`src/rtl/blue_sequencer_pkg.sv`:
```
// blue_sequencer_pkg: shared states, opcode classes and flag bit positions
package blue_sequencer_pkg;
  localparam int DEF_AW = 12;
  localparam int DEF_DW = 16;
  localparam int Z_BIT = 2;
  localparam int N_BIT = 1;
  localparam int C_BIT = 0;
  localparam logic [3:0] OP_HLT  = 4'd0;
  localparam logic [3:0] OP_ADD  = 4'd1;
  localparam logic [3:0] OP_EXCH = 4'd8;
  localparam logic [3:0] OP_LDA  = 4'd9;
  localparam logic [3:0] OP_JMP  = 4'd10;
  localparam logic [3:0] OP_JZ   = 4'd11;
  localparam logic [3:0] OP_JC   = 4'd12;
  typedef enum logic [2:0] {S_IDLE, S_FETCH, S_DECODE, S_EXEC, S_LOAD, S_WB, S_HALT} state_t;
  typedef enum logic [2:0] {K_HLT, K_ALU, K_LDA, K_JMP, K_NOP} kind_t;
endpackage

```
`src/rtl/blue_decode.sv`:
```
// blue_decode: instruction class and branch-taken from opcode and flags
module blue_decode
  import blue_sequencer_pkg::*;
(
  input  logic [3:0] opc,
  input  logic       z,
  input  logic       c,
  output kind_t      kind,
  output logic       taken
);
  always_comb begin
    kind = opc == OP_HLT ? K_HLT :
           opc >= OP_ADD && opc <= OP_EXCH ? K_ALU :
           opc == OP_LDA ? K_LDA :
           opc <= OP_JC ? K_JMP : K_NOP;
    taken = opc == OP_JMP || (opc == OP_JZ && z) || (opc == OP_JC && c);
  end
endmodule

```
`src/rtl/blue_sequencer.sv`:
```
// blue_sequencer: fetch/decode/execute control for the blue ALU datapath
module blue_sequencer
  import blue_sequencer_pkg::*;
#(
  parameter int AW = DEF_AW,
  parameter int DW = DEF_DW
) (
  input  logic          clk,
  input  logic          rst_n,
  input  logic          run,
  output logic          mem_req,
  output logic [AW-1:0] mem_addr,
  input  logic          mem_ack,
  input  logic [DW-1:0] mem_rdata,
  output logic [DW-1:0] op_code,
  output logic [DW-1:0] a_reg,
  output logic [DW-1:0] b_reg,
  input  logic [DW-1:0] a_next,
  input  logic [DW-1:0] b_next,
  input  logic [2:0]    znc_next,
  output logic [2:0]    znc,
  output logic [AW-1:0] pc,
  output logic          busy,
  output logic          halted
);
  state_t st;
  kind_t kind;
  logic taken;
  logic [AW-1:0] tgt;
  assign tgt = op_code[AW-1:0];
  blue_decode u_dec (
    .opc  (op_code[DW-1 -: 4]),
    .z    (znc[Z_BIT]),
    .c    (znc[C_BIT]),
    .kind (kind),
    .taken(taken)
  );
  // mem_addr is registered alongside pc so it tracks pc outside FETCH/LOAD
  always_ff @(posedge clk)
    if (!rst_n) begin
      st <= S_IDLE;
      mem_req <= 1'b0;
      mem_addr <= '0;
      op_code <= '0;
      a_reg <= '0;
      b_reg <= '0;
      znc <= '0;
      pc <= '0;
      busy <= 1'b0;
      halted <= 1'b0;
    end else begin
      unique case (st)
        S_IDLE, S_HALT: if (run) begin
          st <= S_FETCH;
          mem_req <= 1'b1;
          busy <= 1'b1;
          halted <= 1'b0;
          if (st == S_IDLE) begin
            pc <= '0;
            mem_addr <= '0;
          end
        end
        S_FETCH: if (mem_ack) begin
          op_code <= mem_rdata;
          pc <= pc + AW'(1);
          mem_addr <= pc + AW'(1);
          mem_req <= 1'b0;
          st <= S_DECODE;
        end
        S_DECODE: begin
          st <= kind == K_HLT ? S_HALT : kind == K_ALU ? S_EXEC : kind == K_LDA ? S_LOAD : S_FETCH;
          mem_req <= kind != K_HLT && kind != K_ALU;
          busy <= kind != K_HLT;
          halted <= kind == K_HLT;
          if (kind == K_LDA) mem_addr <= tgt;
          if (taken) begin
            pc <= tgt;
            mem_addr <= tgt;
          end
        end
        S_EXEC: st <= S_WB;
        S_WB: begin
          a_reg <= a_next;
          b_reg <= b_next;
          znc <= znc_next;
          mem_req <= 1'b1;
          st <= S_FETCH;
        end
        S_LOAD: if (mem_ack) begin
          a_reg <= mem_rdata;
          znc[Z_BIT] <= mem_rdata == '0;
          znc[N_BIT] <= mem_rdata[DW-1];
          mem_addr <= pc;
          st <= S_FETCH;
        end
      endcase
    end
endmodule

```
`config.mk`:
```
export PLATFORM = sky130hd
export DESIGN_NAME = blue_sequencer
export DESIGN_NICKNAME = d
export VERILOG_FILES = /design/src/rtl/blue_sequencer_pkg.sv /design/src/rtl/blue_decode.sv /design/src/rtl/blue_sequencer.sv
export SDC_FILE = /design/constraint.sdc
export NUM_CORES = 1
export LEC_CHECK = 0
export ABC_AREA = 1
export CAP_MARGIN = 25
export CELL_PAD_IN_SITES_DETAIL_PLACEMENT = 0
export CELL_PAD_IN_SITES_GLOBAL_PLACEMENT = 1
export CORE_MARGIN = 4
export CORE_UTILIZATION = 28
export CTS_BUF_LIST = sky130_fd_sc_hd__clkbuf_16
export DETAILED_ROUTE_END_ITERATION = 6
export PLACE_DENSITY = 0.72
export SLEW_MARGIN = 40
export SYNTH_ARGS = -nofsm -noshare
export SYNTH_HDL_FRONTEND = slang
export SYNTH_SLANG_ARGS = --single-unit
```
`constraint.sdc`:
```
create_clock -name clk -period 1.5 [get_ports clk]
set_input_delay 0.225 -clock clk [delete_from_list [all_inputs] [get_ports clk]]
set_output_delay 0.225 -clock clk [all_outputs]
set_load 0.01 [all_outputs]
```
# After elaboration in Yosys (flattened, before gate mapping)
# Cells that the tools add are included.
# Widths: inputs -> output; s select.
# totals
ff_bits	81
word_cells	88
# op_classes
add_sub_neg	1
order_cmp	3
n_eq_ne	19
mux	30
reduce_logical	24
# ops
op	count
$mux 12	7
$pmux 12 s4	1
$pmux 12 s3	1
$pmux 16 s2	1
$mux 3	10
$pmux 3 s6	1
$eq 4x4->1 const B	4
$logic_not 16->1	1
$mux 16	1
$add 12x1->12 const B	1
$ne 2x2->1 const B	5
$eq 3x2->1 const B	3
$eq 3x3->1 const B	3
$le 4x4->1 const B	2
$reduce_bool 4->1	2
$eq 3x1->1 const B	2
$logic_not 3->1	2
$reduce_and 2->1	3
$reduce_and 3->1	2
$reduce_and 6->1	1
$reduce_bool 3->1	2
$reduce_and 5->1	1
$ge 4x1->1 const B	1
$logic_and 1x1->1	4
11 further kinds	16

# Depth between registers and ports, before layout
# logic_depth
depth_word	10
depth_mapped	12
ltp_nobuf	11

# Cells and area by module
# From an unflattened synthesis, not the netlist that was laid out.
# hier_totals
hier_cells	559
hier_area_um2	3809.9
# by_module_without_submodules
mod	n_inst	cells_each	area_per_inst_um2	seq_area_each_um2
blue_sequencer	1	538	3714.8	1621.6
blue_decode	1	21	95.1	0.0

# Worst setup path after synthesis
# No wires, ideal clock.
# synth_timing
path_type	reg-to-reg
from	register pc[0]
to	register mem_addr[6]
setup_ns	0.070
arrival_ns	1.469
t_required_ns	1.430
slack_ns	-0.039
stages_incl_launch_ff	10
n_path_buf	0
period_less_slack_ns	1.539
path_cell_list	dfxtp_1 > ha_1 > nand2_1 > nor2_1 > nand2_1 > o21ai_0 > nand3_1 > nand2_1 > nand2_1 > a21oi_1
# synth_between
elab_chain_len	3
# synth_lines
element	line	text
from (decl)	blue_sequencer.sv:22	output logic [AW-1:0] pc,
from (signal assigned)	blue_sequencer.sv:65	pc <= pc + AW'(1);
from (signal assigned)	blue_sequencer.sv:77	pc <= tgt;
$add 12x1->12	blue_sequencer.sv:66	mem_addr <= pc + AW'(1);
$mux 12	blue_sequencer.sv:63	S_FETCH: if (mem_ack) begin
$pmux 12 s4	blue_sequencer.sv:52	unique case (st)
to (signal assigned)	blue_sequencer.sv:66	
to (signal assigned)	blue_sequencer.sv:75	if (kind == K_LDA) mem_addr <= tgt;
to (signal assigned)	blue_sequencer.sv:78	mem_addr <= tgt;
to (decl)	blue_sequencer.sv:12	output logic [AW-1:0] mem_addr,
# Every way passes these cells. The select of a mux whose other input is x is not followed.
# A chain may end at the register's enable or synchronous reset.

# Final worst setup path
# layout_timing
from	register b_reg[1]
to	output b_reg[1]
# layout_rtl
element	line	text
from (decl)	blue_sequencer.sv:17	output logic [DW-1:0] b_reg,
from (signal assigned)	blue_sequencer.sv:84	b_reg <= b_next;
# No word-level cell between the ends.

==> impl_metrics.py <==
metrics = {
    "outcome": {
        "status": "finished clean",
    },
    "timing": {
        "min_period_ns": 1.46,
        "finClkSkew_ns": 0.00953,
        "hold_viol_final": 0,
        "relSlewSlack_pct": 64.7,
        "finalWorstSetupSlack_ns": 0.0382,
        "worst_pin_slew_ns": 0.529,
        "fmax_mhz": 684,
        "rsz0062_at_grt": "true",
        "setup_viol": 0,
        "report.final.slew_viol_count": 0,
        "period_share_pct": 97.5,
    },
    "setup_path": {
        "path_buf_inv": 1,
        "crit_family": "buffers and inverters",
        "critPathSlowestCell": "clkdlybuf4s50_1",
        "cpPeakStageDelay_ns": 0.56,
        "crit_fanout": 2,
        "critical_path_required_ns": 1.27,
        "cp_cell_sequence": "clkdlybuf4s50_1",
        "startpoint_type": "flop",
        "critPathKind": "reg -> out",
        "cp-end-kind": "output pin",
        "critPathArrivalTime_ns": 1.24,
    },
    "place": {
        "dp_hpwl_um": 10400,
        "gp_congestion": 0.865,
        "dp_cells": 912,
        "port_buffers": 132,
        "dp_worst_setup_slack_ns": -0.273,
    },
    "drt": {
        "firstDrtPassIters": 4,
        "drc": 0,
        "ant_nets": 0,
        "via_per_inst": 4.65,
        "drt_iter0_drc": 253,
        "finalWirelength_um": 13500,
        "wire_per_inst_um": 14.5,
        "vias": 4327,
    },
    "power": {
        "power.density_mw_per_mm2": 1600,
        "peakVddDrop_mv": 0.711,
        "power_leakage_nw": 3.02,
    },
    "logic_synthesis": {
        "synth_area_mm2": 0.00387,
        "syn_inst": 569,
        "synth.distinct_cells": 31,
        "synthesis.nets": 625,
        "synth_area_per_cell_um2": 6.79,
        "synth-seq-cells": 81,
        "seq_area_frac_synth_pct": 41.9,
        "ys_warn_count": 0,
        "async_flop_share_pct": 0,
        "synth_edf_count": 0,
        "synthFlopType": "dfxtp_1",
    },
    "clock_tree": {
        "clkTransAtPathRegs_ns": 0.06,
        "cts_tree": "built",
        "clockRootBuffer": "clkbuf_16",
        "clk_path_buf_depth": 2,
        "cts_sinks": 81,
        "clk_latency_ns": 0.35,
        "cts_buffers": 9,
        "cts_hold_buf": 0,
        "htreeDepth": 3,
    },
    "cells_and_area": {
        "area_delta_synth_final_pct": 61.2,
        "drive_above_1_share_pct": 18.4,
        "final_nets": 806,
        "final-instance-count-excl-fill": 931,
        "n_antenna_cell": 0,
    },
    "global_routing": {
        "grt_pass1_wl_um": 22100,
        "grt_usage_pct": 17.3,
        "grt-ovfl-total": 0,
        "antenna_found_initial": 0,
        "grt_max_degree": 33,
        "grt_pass1_vias": 4364,
    },
    "die": {
        "die_h_um": 126,
        "io_pins": 133,
        "initial_core_util_pct": 28.9,
        "fp.dieW_um": 126,
        "die_area_mm2": 0.0158,
        "rows": 42,
        "coreArea_mm2": 0.0134,
    },
    "worst_hold_path": {
        "hp-class": "in -> reg",
    },
    "run": {
        "cap_violations": 0,
    },
}
## cells by family after synthesis
logic type / share of synthesized area (%)
AND/OR/NAND/NOR: 31.5
adder cells (fa/ha/maj): 0.324
buffers and inverters: 10.0
AO/OA/AOI/OAI: 16.2
flip-flops: 41.9
## what timing repair did
action	4_1_cts	5_1_grt
pin swaps	1	16
setup buffers	0	3
gates cloned	0	0
gates resized for setup	41	61
setup endpoints to repair	58	65
## power breakdown
group          switching (mW)  total [mW]  internal (mW)
clock                   0.895        2.17           1.27
combinational            2.45        4.60           2.16
sequential              0.487        3.19           2.70
total                    3.83        9.96           6.13
## layout make-up
type                       instances  area (um^2)
clock buffer                       9          225
clock inverter                     7         62.6
fill                            1378         7170
inverter                          59          224
multi-input combinational        399         1970
sequential                        81         1650
tap                              176          220
timing repair buffer             200         1880
## cell usage after synthesis, types with 3 or more instances
library cell | number | share of area [%]
nor4_1 | 3 | 0.49
o22ai_1 | 5 | 0.81
clkbuf_1 | 14 | 1.4
buf_2 | 7 | 0.91
inv_2 | 9 | 0.87
o211ai_1 | 20 | 3.9
inv_1 | 50 | 4.9
dfxtp_1 | 81 | 42
a21oi_1 | 22 | 2.8
nand3_1 | 40 | 5.2
buf_6 | 4 | 1.2
nand3_2 | 4 | 1.0
nand2_1 | 118 | 11
o21ai_0 | 59 | 7.6
nand4_1 | 5 | 0.81
buf_4 | 4 | 0.78
nor2_1 | 107 | 10
## per-stage QoR
stage	hold slack, ns	TNS, ns	power [mW]	utilization [%]	area [um^2]
finish	0.288	0	9.96	46.5	6230
CTS	0.280	0	9.77	45.1	6040
floorplan	0.360	0	5.33	-	3870
detailed placement	0.456	-6.05	7.65	43.0	5760
global route	0.306	-0.254	10.6	46.5	6230
global placement	0.453	-5.09	7.61	43.0	5760
## cell usage in the layout, fill, tap and decap left out, types with 5 or more instances in the layout
cell type        Yosys  final
a21oi_1             22     19
buf_4                4     60
buf_6                4      5
clkbuf_16            0      9
clkdlybuf4s50_1      0     92
dfxtp_1             81     68
dfxtp_2              0      8
dfxtp_4              0      5
dlygate4sd2_1        0     28
dlymetal6s2s_1       0     11
inv_1               50     49
inv_2                9     10
nand2_1            118    111
nand2_2              2      6
nand3_1             40     37
nand3_2              4      5
nand4_1              5      5
nor2_1             107    101
nor2_2               1      5
o211ai_1            20     20
o21ai_0             59     51
o21ai_1              2     10
## path summary, 6_finish.rpt
path	start	endpoint	slack, ns	depth (start not counted)
max	b_reg[1]	b_reg[1]	0.04	1
min	rst_n	mem_req	0.29	3
max reg2reg	st[1]	mem_addr[0]	0.04	10
min reg2reg	halted	halted	0.46	2
## metal layers
layer	GRT usage [%]	vias to the layer above	wire length (um)
met3	4.43	12	770
met5	0	-	0
met4	5.74	0	189
met2	27.6	100	6280
met1	22.7	2004	6290
li1	-	2211	-
(Power assumes the default switching activity.)
